$ cat config.mk
export PLATFORM = sky130hd
export DESIGN_NAME = tff_counter_bank
export DESIGN_NICKNAME = d
export VERILOG_FILES = /design/src/rtl/tff_counter_bank.sv
export SDC_FILE = /design/constraint.sdc
export NUM_CORES = 1
export LEC_CHECK = 0
export CORE_MARGIN = 2
export CORE_UTILIZATION = 35
export DETAILED_ROUTE_END_ITERATION = 10
export MAX_ROUTING_LAYER = met4
export PLACE_DENSITY = 0.72
export SYNTH_ARGS = -nofsm -noshare
export SYNTH_HDL_FRONTEND = slang
export SYNTH_SLANG_ARGS = --single-unit
$ cat constraint.sdc
create_clock -name clock -period 1.7 [get_ports clock]
set_clock_uncertainty 0.2 [all_clocks]
set_input_delay 0.34 -clock clock [delete_from_list [all_inputs] [get_ports clock]]
set_output_delay 0.34 -clock clock [all_outputs]
set_load 0.01 [all_outputs]
$ cat src/rtl/tff_counter_bank.sv
// tff_counter_bank: a bank of WIDTH T flip-flops that can hold, toggle per bit,
// or count up/down modulo MOD. It also has a parallel load, a registered
// terminal-count pulse and a sticky wrap flag.
//
// Ports:
//   clock    rising-edge clock
//   reset    asynchronous active-high reset
//   enable   1 = apply mode this cycle, 0 = hold (load still applies)
//   mode     00 hold, 01 toggle, 10 count up, 11 count down
//   t        per-bit toggle request (mode 01 only)
//   load     synchronous parallel load of data_in, highest priority
//   data_in  load value
//   q        registered bank state
//   not_q    ~q, forced to all-0 while reset is high
//   tc       one-cycle pulse while q shows a wrapped count value
//   wrapped  sticky flag, set by a count wrap, cleared by reset or load
module tff_counter_bank #(
    parameter int WIDTH       = 4,
    parameter int MOD         = 16,
    parameter int RESET_VALUE = 0
) (
    input  logic             clock,
    input  logic             reset,
    input  logic             enable,
    input  logic [1:0]       mode,
    input  logic [WIDTH-1:0] t,
    input  logic             load,
    input  logic [WIDTH-1:0] data_in,
    output logic [WIDTH-1:0] q,
    output logic [WIDTH-1:0] not_q,
    output logic             tc,
    output logic             wrapped
);

    // Compare and step one bit wider than q.
    // This keeps MOD == 2**WIDTH representable.
    localparam logic [WIDTH:0]   LAST  = (WIDTH+1)'(MOD - 1);
    localparam logic [WIDTH:0]   MODX  = (WIDTH+1)'(MOD);
    localparam logic [WIDTH:0]   ONE   = (WIDTH+1)'(1);
    localparam logic [WIDTH-1:0] RST_Q = WIDTH'(RESET_VALUE);

    logic [WIDTH:0]   q_x;
    logic [WIDTH:0]   q_inc;
    logic [WIDTH:0]   q_dec;
    logic [WIDTH-1:0] q_n;
    logic             tc_n;
    logic             wrapped_n;

    assign q_x   = {1'b0, q};
    assign q_inc = q_x + ONE;
    assign q_dec = q_x - ONE;

    always_comb begin
        q_n       = q;
        tc_n      = 1'b0;
        wrapped_n = wrapped;
        if (load) begin
            q_n       = data_in;
            wrapped_n = 1'b0;
        end else if (enable) begin
            unique case (mode)
                2'b00: q_n = q;
                2'b01: q_n = q ^ t;
                2'b10: begin
                    if (q_x == LAST) begin
                        q_n       = '0;
                        tc_n      = 1'b1;
                        wrapped_n = 1'b1;
                    end else if (q_x >= MODX) begin
                        // out-of-range value left by a load
                        q_n = '0;
                    end else begin
                        q_n = q_inc[WIDTH-1:0];
                    end
                end
                2'b11: begin
                    if (q_x == '0) begin
                        q_n       = LAST[WIDTH-1:0];
                        tc_n      = 1'b1;
                        wrapped_n = 1'b1;
                    end else if (q_x >= MODX) begin
                        q_n = LAST[WIDTH-1:0];
                    end else begin
                        q_n = q_dec[WIDTH-1:0];
                    end
                end
            endcase
        end
    end

    always_ff @(posedge clock or posedge reset) begin
        if (reset) begin
            q       <= RST_Q;
            tc      <= 1'b0;
            wrapped <= 1'b0;
        end else begin
            q       <= q_n;
            tc      <= tc_n;
            wrapped <= wrapped_n;
        end
    end

    // Gated by reset so the decoders downstream see a blank value
    // during reset.
    assign not_q = reset ? '0 : ~q;

endmodule

* Word level (Yosys, flattened, before mapping)
Index checks and enable logic that the tools add are counted.
Cells by class: reduce and logical (&&, ||, !) cells 6, $lt $le $gt $ge 1, bitwise operators 2, multiplexer cells 18, eq/ne operators 7, $add $sub $neg 2
Operators by type and width (count):
- 2-to-1 mux 4 bit | 7
- case mux 4 bit (3 select lines) | 1
- 2-to-1 mux 1 bit | 8
- inequality test 3 bit (second input constant) | 2
- greater-or-equal comparator 4 x 5 -> 1 bit (second input constant) | 1
- zero test 5 bit | 1
- adder 4 x 1 -> 4 bit (second input constant) | 1
- == test 2 bit (second input constant) | 2
- == test 4 bit (second input constant) | 1
- inverter 4 bit | 1
- case mux 1 bit (2 select lines) | 2
- AND reduction 4 bit | 1
- subtractor 4 x 1 -> 4 bit (second input constant) | 1
- bitwise XOR 4 bit | 1
- nonzero test 3 bit | 1
- == test 2 x 1 -> 1 bit (second input constant) | 1
- zero test 2 bit | 1
- inequality test 2 bit (second input constant) | 1
- AND reduction 2 bit | 1
- nonzero test 2 bit | 1
Storage, ports and cells: word-level logic and storage cells 39, output and inout bits 10, flip-flop bits (word level) 6

* Longest topological paths before layout
Gate-level depths: netlist of the first run.
depth in word-level cells 6, depth in mapped cells 7, gate-level depth less buffers 6

* Worst setup path before layout of the first run
No wires, ideal clock.
path type flip-flop to flip-flop, start point register q[1], end point register q[3], buffers on the path 1, slack -132 ps, data required time 1362 ps, data arrival time 1494 ps, cell stages (with the launch flop) 8, path through dfrtp_1 buf_2 inv_1 ha_1 nor4bb_1 a21o_1 nor4_1 o31ai_1
On the way: longest elaborated chain between the ends 6, elaborated cells on any way between the ends 12, those cells by class 2 x add/sub; 1 x order compare; 1 x eq/ne; 7 x mux; 1 x reduce/logical
Ends and longest elaborated chain:
- start: declaration | RTL line 29 | output logic [WIDTH-1:0] q,
- start signal: assignment | RTL line 97 | q <= q_n;
- subtractor 4 x 1 -> 4 bit, or another cell as far along | RTL line 51 | assign q_dec = q_x - ONE;
- 2-to-1 mux 4 bit (on tied branches) | RTL line 81, 69
- 2-to-1 mux 4 bit (on tied branches) | RTL line 77, 65
- case mux 4 bit (3 select lines) * | RTL line 61 | unique case (mode)
- 2-to-1 mux 4 bit * | RTL line 60 | end else if (enable) begin
- 2-to-1 mux 4 bit * | RTL line 57 | if (load) begin
Mark *: on every way between the ends. The rest lies on a longest branch, timed or not. The select of a mux whose other input is x is not followed. A chain may end at the register's enable or synchronous reset.

* Final worst setup path of the first run
Ends and elaborated chain as after synthesis.

==> results of run 1 <==
## state kept, by name (all words and copies together), names as in the netlist
signal / flops
wrapped: 1
q: 4
tc: 1
## cell families after synthesis
kind of cell / Yosys count / share of synthesized area [%]
buffers and inverters: 10 / 9.03
adders and majority gates: 2 / 4.75
AOI/OAI and AO/OA: 17 / 24.2
xor gates and xnor gates: 4 / 6.65
and+or+nand+nor: 24 / 23.0
DFF: 6 / 28.5
muxes: 2 / 3.80
## stage by stage
| step | setup TNS (ps) | area [µm²] | setup WS [ps] | util [%] | hold WS, ps |
|---|---|---|---|---|---|
| 6_report | -120 | 1020 | -119 | 75.7 | 5.90 |
| 5_1_grt | -387 | 1020 | -189 | 75.7 | 53.4 |
| 4_1_cts | -124 | 995 | -90.9 | 73.7 | 22.1 |
| 3_5_place_dp | -2910 | 873 | -351 | 64.7 | 269 |
| 3_3_place_gp | -2760 | 873 | -318 | 64.7 | 263 |
| 2_1_floorplan | -39.3 | 551 | -39.3 | - | -69.0 |
## timing repair
action | CTS | global route
setup endpoints to repair | 12 | 8
pin swaps | 9 | 6
buffers inserted | 7 | 0
resized for setup | 32 | 12
## cell usage after synthesis (all sizes together)
cell type / n / share of area [%]
a21o: 2 / 2.8
mux2i: 2 / 3.8
a2111oi: 1 / 1.7
clkbuf: 2 / 1.4
buf: 3 / 4.0
nor4bb: 1 / 1.9
a21oi: 2 / 1.9
nor2: 10 / 7.1
xor2: 1 / 1.7
nand2b: 1 / 1.2
dfrtp: 6 / 29
nand2: 5 / 3.6
nand4: 1 / 1.2
and3: 2 / 2.6
or4: 1 / 1.4
o2111a: 2 / 4.3
inv: 5 / 3.6
and4b: 1 / 1.9
a21boi: 1 / 1.4
o22ai: 1 / 1.2
o21a: 1 / 1.4
a211oi: 2 / 2.8
nand3: 1 / 0.95
xnor2: 3 / 5.0
nor4: 1 / 1.2
ha: 2 / 4.7
o21ai: 1 / 0.95
o31ai: 4 / 5.7
## worst max-delay path: stages, from the launching register on
cell	delay, ps
dfrtp_2	440
buf_4	160
or4_4	480
a21oi_2	160
nor4_1	70
o31ai_1	200
## metal layers
metal / vias up / wire [µm]
li1: 319 / -
met1: 309 / 713
met2: 20 / 945
met3: 6 / 78
met4: 0 / 57
met5: - / 0
## worst max-delay path by stage
stage            start       end  depth (start not counted)
5_1_grt           q[1]      q[3]                          5
4_1_cts           q[0]      q[3]                          5
3_3_place_gp   mode[0]      q[0]                          5
3_5_place_dp     reset  not_q[3]                          3
6_report          q[1]      q[3]                          5
2_1_floorplan     q[0]      q[3]                          7
## layout by cell type (no fill, tap or decap), types with 2 or more instances in the layout
cell type,synthesis,layout
a211oi_1,2,2
a21o_1,2,2
buf_2,2,3
buf_4,0,18
buf_6,1,3
clkbuf_4,0,3
clkdlybuf4s50_1,0,12
dfrtp_1,6,2
dfrtp_2,0,4
dlygate4sd2_1,0,6
inv_1,5,4
mux2i_1,2,2
nand2_1,5,5
nor2_1,10,10
o2111a_1,2,2
o31ai_1,4,3
xnor2_1,3,3
## power breakdown
part | switching (µW) | total (µW) | leakage [µW] | internal [µW]
clock | 59.4 | 140 | 0.0000138 | 80.4
sequential | 31.3 | 196 | 0.0000712 | 165
combinational | 192 | 442 | 0.000399 | 251
total | 282 | 778 | 0.000484 | 496
## area by class of cell
class / instances / area (µm²) / share of cell area [%]
Tap cell: 15 / 18.8 / 1.84
Timing Repair Buffer: 44 / 379 / 37.1
Sequential cell: 6 / 155 / 15.2
Multi-Input combinational cell: 49 / 425 / 41.6
Inverter: 5 / 21.3 / 2.08
Clock buffer: 3 / 22.5 / 2.20
==> run summary, run 1 <==
Failing checks: setup timing
Worst Path Required: 1650 ps
Slew @ Worst Pin: 317 ps
Fin crit period: 1820 ps
Initial DRC count: 7
Die height: 42.8 µm
Post-route setup slack: -119 ps
DR pass1 iterations: 5
Worst-path maximum fanout: 5
CP endpoint kind: flip-flop
Vias/cell: 5.36
CTS tree: yes
Initial Util: 39.0%
Antenna diodes: 0
Final setup viols: 3
Die ar.: 0.00183 mm²
First-pass GRT wire length: 2940 µm
Hold Violations, Final: 0
Period utilisation layout: 107%
Met1 Usage GRT: 22.7%
Worst Setup Start Kind: flip-flop
Initial antenna violation count: 0
RR Endpoint: q[3]
Area delta synth->final: 94.1%
Type of the worst setup path: reg2reg
# port buffers: 23
Mapped Area: 527 µm²
# DRC: 0
Fin nets: 125
Syn Nets: 81
Vias: 654
Core area: 0.00135 mm²
Worst hold path type: in2async
Number of distinct library cells after synthesis: 30
Hold buffer count at cts: 0
Cells after Synth: 65
H-Tree Depth: 1
Pleak: 0.000484 µW
Post-synthesis register bit count: 6
WP data arrival: 1770 ps
GRT met2 Usage: 42.4%
Seq/Total Area, Yosys: 28.5%
Gr busiest metal: met2
Ys Warns: 0
Ratio of cells with drive above 1 in the final layout: 41.1%
Setup repair after global routing missed its margin: true
Achievable Freq: 550 MHz
Register-to-register setup slack: -120 ps
Die width: 42.8 µm
DP HPWL: 1180 µm
Total CTS buffers: 3
M3 GR Usage: 0.426%
Final cell count without fillers: 122
Clock-pin transition on the worst setup and hold timing paths: 50 ps
Power Density: 761 mW/mm²
Latest clock arrival within the worst-skew pair: 250 ps
Reg2Reg Depth: 5
Max-Cap Viols: 0
Max-Slew Margin vs Limit: 78.8%
Avg WL per Cell: 14.7 µm
CTS root buf: clkbuf_4
CTS Buffer Depth: 2
Peak VDD IR: 552 µV
Avg Synthesized Cell Area: 8.10 µm²
Placed insts: 112
Largest net degree at the start of global routing: 10
Pwr Total: 778 µW
Outcome: finished with violations
Routability cong.: 0.743
WL final: 1790 µm
Rows: 13
Final slew viol count: 0
Vias in the first global route: 666
Global route total overflow: 0
Detail Route Antenna Nets: 0
R2R Path Start: q[1]
Total GRT Usage: 21.9%
Sink Count: 6
FILL cells: 105
IO Pins: 24
Power figures use the tool's default switching activity.
==> run 2: changes to the inputs <==
- CORE_MARGIN: 2 -> not set
- GPL_TIMING_DRIVEN: not set -> 0
==> run 2 against run 1 <==
Net effect:
- the run still ends with setup timing left
- hold slack gained 270 ps
- die area shrank 9.1%
- clock power shrank 5%
- combinational power shrank 12%
- via count shrank 5.4%
- cell area shrank 12%
- sequential share of layout area grew 1.5 points
- clock-buffer cell count is the same
- first-iteration DRC count grew to 2.6 times the previous value
- cell count shrank 8.2%
- utilization shrank 8.9 points
- critical path depth is the same
- largest cell class unchanged
==> run summary, run 2 (synthesized netlist as in run 1, its figures left out) <==
Global route total overflow: 0
Post-route setup slack: -130 ps
Worst Path Buf+Inv: 0
Largest net degree at the start of global routing: 11
Hold_ws: 279 ps
Hold Crit Start: wrapped
Slew @ Worst Pin: 300 ps
Commonest cells after routing, fill and taps aside: 13 x clkdlybuf4s50_1, 9 x nor2_1, 6 x buf_4, 6 x dfrtp_1
Outcome: finished with violations
Final slew viol count: 0
Hold Violations, Final: 0
Vias/cell: 5.53
# DRC: 0
Fin nets: 115
Cell Area, Placed: 800 µm²
CTS root buf: clkbuf_4
First-pass GRT wire length: 2240 µm
Setup WS pre-CTS: -559 ps
Fin crit period: 1830 ps
Vias in the first global route: 501
Worst Path Required: 1640 ps
CTS Buffer Depth: 2
Ratio of cells with drive above 1 in the final layout: 28.9%
Worst hold path type: reg2reg
Worst-path maximum fanout: 3
Cell at the slowest stage of the critical path: dfrtp_1
Final setup viols: 3
IO Pins: 24
Net Sw Frac: 36.0%
Final Cell Area: 902 µm²
Register-to-register setup slack: -130 ps
Slowest cell delay on critical path: 410 ps
DP HPWL: 1040 µm
Top reg by flops: q
WL final: 1620 µm
Avg WL per Cell: 14.5 µm
Achievable Freq: 546 MHz
Worst Hold Path Cells: 1
Hold Path Sink: wrapped
Peak VDD IR: 613 µV
Max-Slew Margin vs Limit: 79.9%
Vias: 619
Core area: 0.00135 mm²
Die height: 40.8 µm
CTS tree: yes
Clock-pin transition on the worst setup and hold timing paths: 50 ps
Delay-heaviest family, CP: compound AO/OA/AOI/OAI gates
Routability cong.: 0.801
Area delta synth->final: 71.3%
Die ar.: 0.00166 mm²
Max-Cap Viols: 0
Commonest non-fill, non-tap cell in the layout: clkdlybuf4s50_1
Initial Util: 39.0%
Sequential share of power: 25.3%
Largest regs: q (4), tc (1), wrapped (1)
Latest clock arrival within the worst-skew pair: 250 ps
Die width: 40.8 µm
Initial antenna violation count: 0
RR Endpoint: q[0]
Rows: 13
Combinational share of power: 55.6%
Reg2Reg Depth: 5
H-Tree Depth: 1
Clock power share: 19.1%
Failing checks: setup timing
Type of the worst setup path: reg2reg
Pleak: 0.000434 µW
Sw Pwr: 251 µW
Period utilisation layout: 108%
WP data arrival: 1770 ps
Final core utilization: 66.8%
Max FFs per register: 4
# port buffers: 23
CP endpoint kind: flip-flop
Internal power: 446 µW
Sink Count: 6
Power Density: 772 mW/mm²
Antenna diodes: 0
Pwr Total: 696 µW
R2R Path Start: q[0]
Detail Route Antenna Nets: 0
DR pass1 iterations: 4
Total CTS buffers: 3
CP Cell Sequence: ha_1 > and4b_1 > a211oi_2 > a211oi_1 > o31ai_1
Initial DRC count: 18
Worst Setup Start Kind: flip-flop
Total GRT Usage: 22.0%
Setup repair after global routing missed its margin: true
-- run 2: cell types whose count changed in the layout (fill, tap and decap cells not counted), moves of 3 or more --
cell	change
buf_4	-12
clkbuf_2	+4
dfrtp_1	+4
dfrtp_2	-4
buf_2	-3
-- run 2: cell type report --
type | instances | area (µm²)
fill | 108 | 448
multi-input combinational | 49 | 384
timing repair buffer | 29 | 254
sequential | 6 | 150
buffer | 5 | 51.3
clock buffer | 3 | 22.5
inverter | 5 | 21.3
tap | 15 | 18.8
-- run 2: how the worst max path moves through the flow --
stage	start	to	slack [ps]	cells after the start
4_1_cts	q[1]	q[0]	-70	7
2_1_floorplan	q[0]	q[3]	-40	7
3_5_place_dp	mode[1]	q[2]	-560	5
5_1_grt	q[0]	q[0]	-150	5
3_3_place_gp	mode[1]	q[2]	-530	5
6_report	q[0]	q[0]	-130	5
-- run 2: routing by layer --
metal  up-vias  global-route usage [%]  share of wire, %
met3         0                    6.52               5.9
met2        32                    38.7                53
met4         0                    2.50                 0
li1        300                       -                 -
met5         -                       -                 0
met1       287                    25.0                41
-- run 2: power groups by stage --
stage | sequential (µW) | combinational, µW | clock, µW
finish | 176 | 387 | 133
global route | 178 | 417 | 149
CTS | 176 | 359 | 131
detailed placement | 181 | 320 | 0
global placement | 180 | 317 | 0
floorplan | 187 | 184 | 0
-- run 2: per-stage QoR --
step                std cells  setup TNS, ps
global route              112           -421
detailed placement        103          -3560
floorplan                  65          -39.3
finish                    112           -280
CTS                       111           -188
global placement          103          -3370
-- run 2: timing repair --
item / in CTS / in global routing
gates resized for setup: 22 / 13
hold endpoints to repair: 3 / 0
pin swaps: 5 / 2
endpoints found under the setup margin: 12 / 9
hold buffers: 1 / 0
setup buffers: 4 / 1
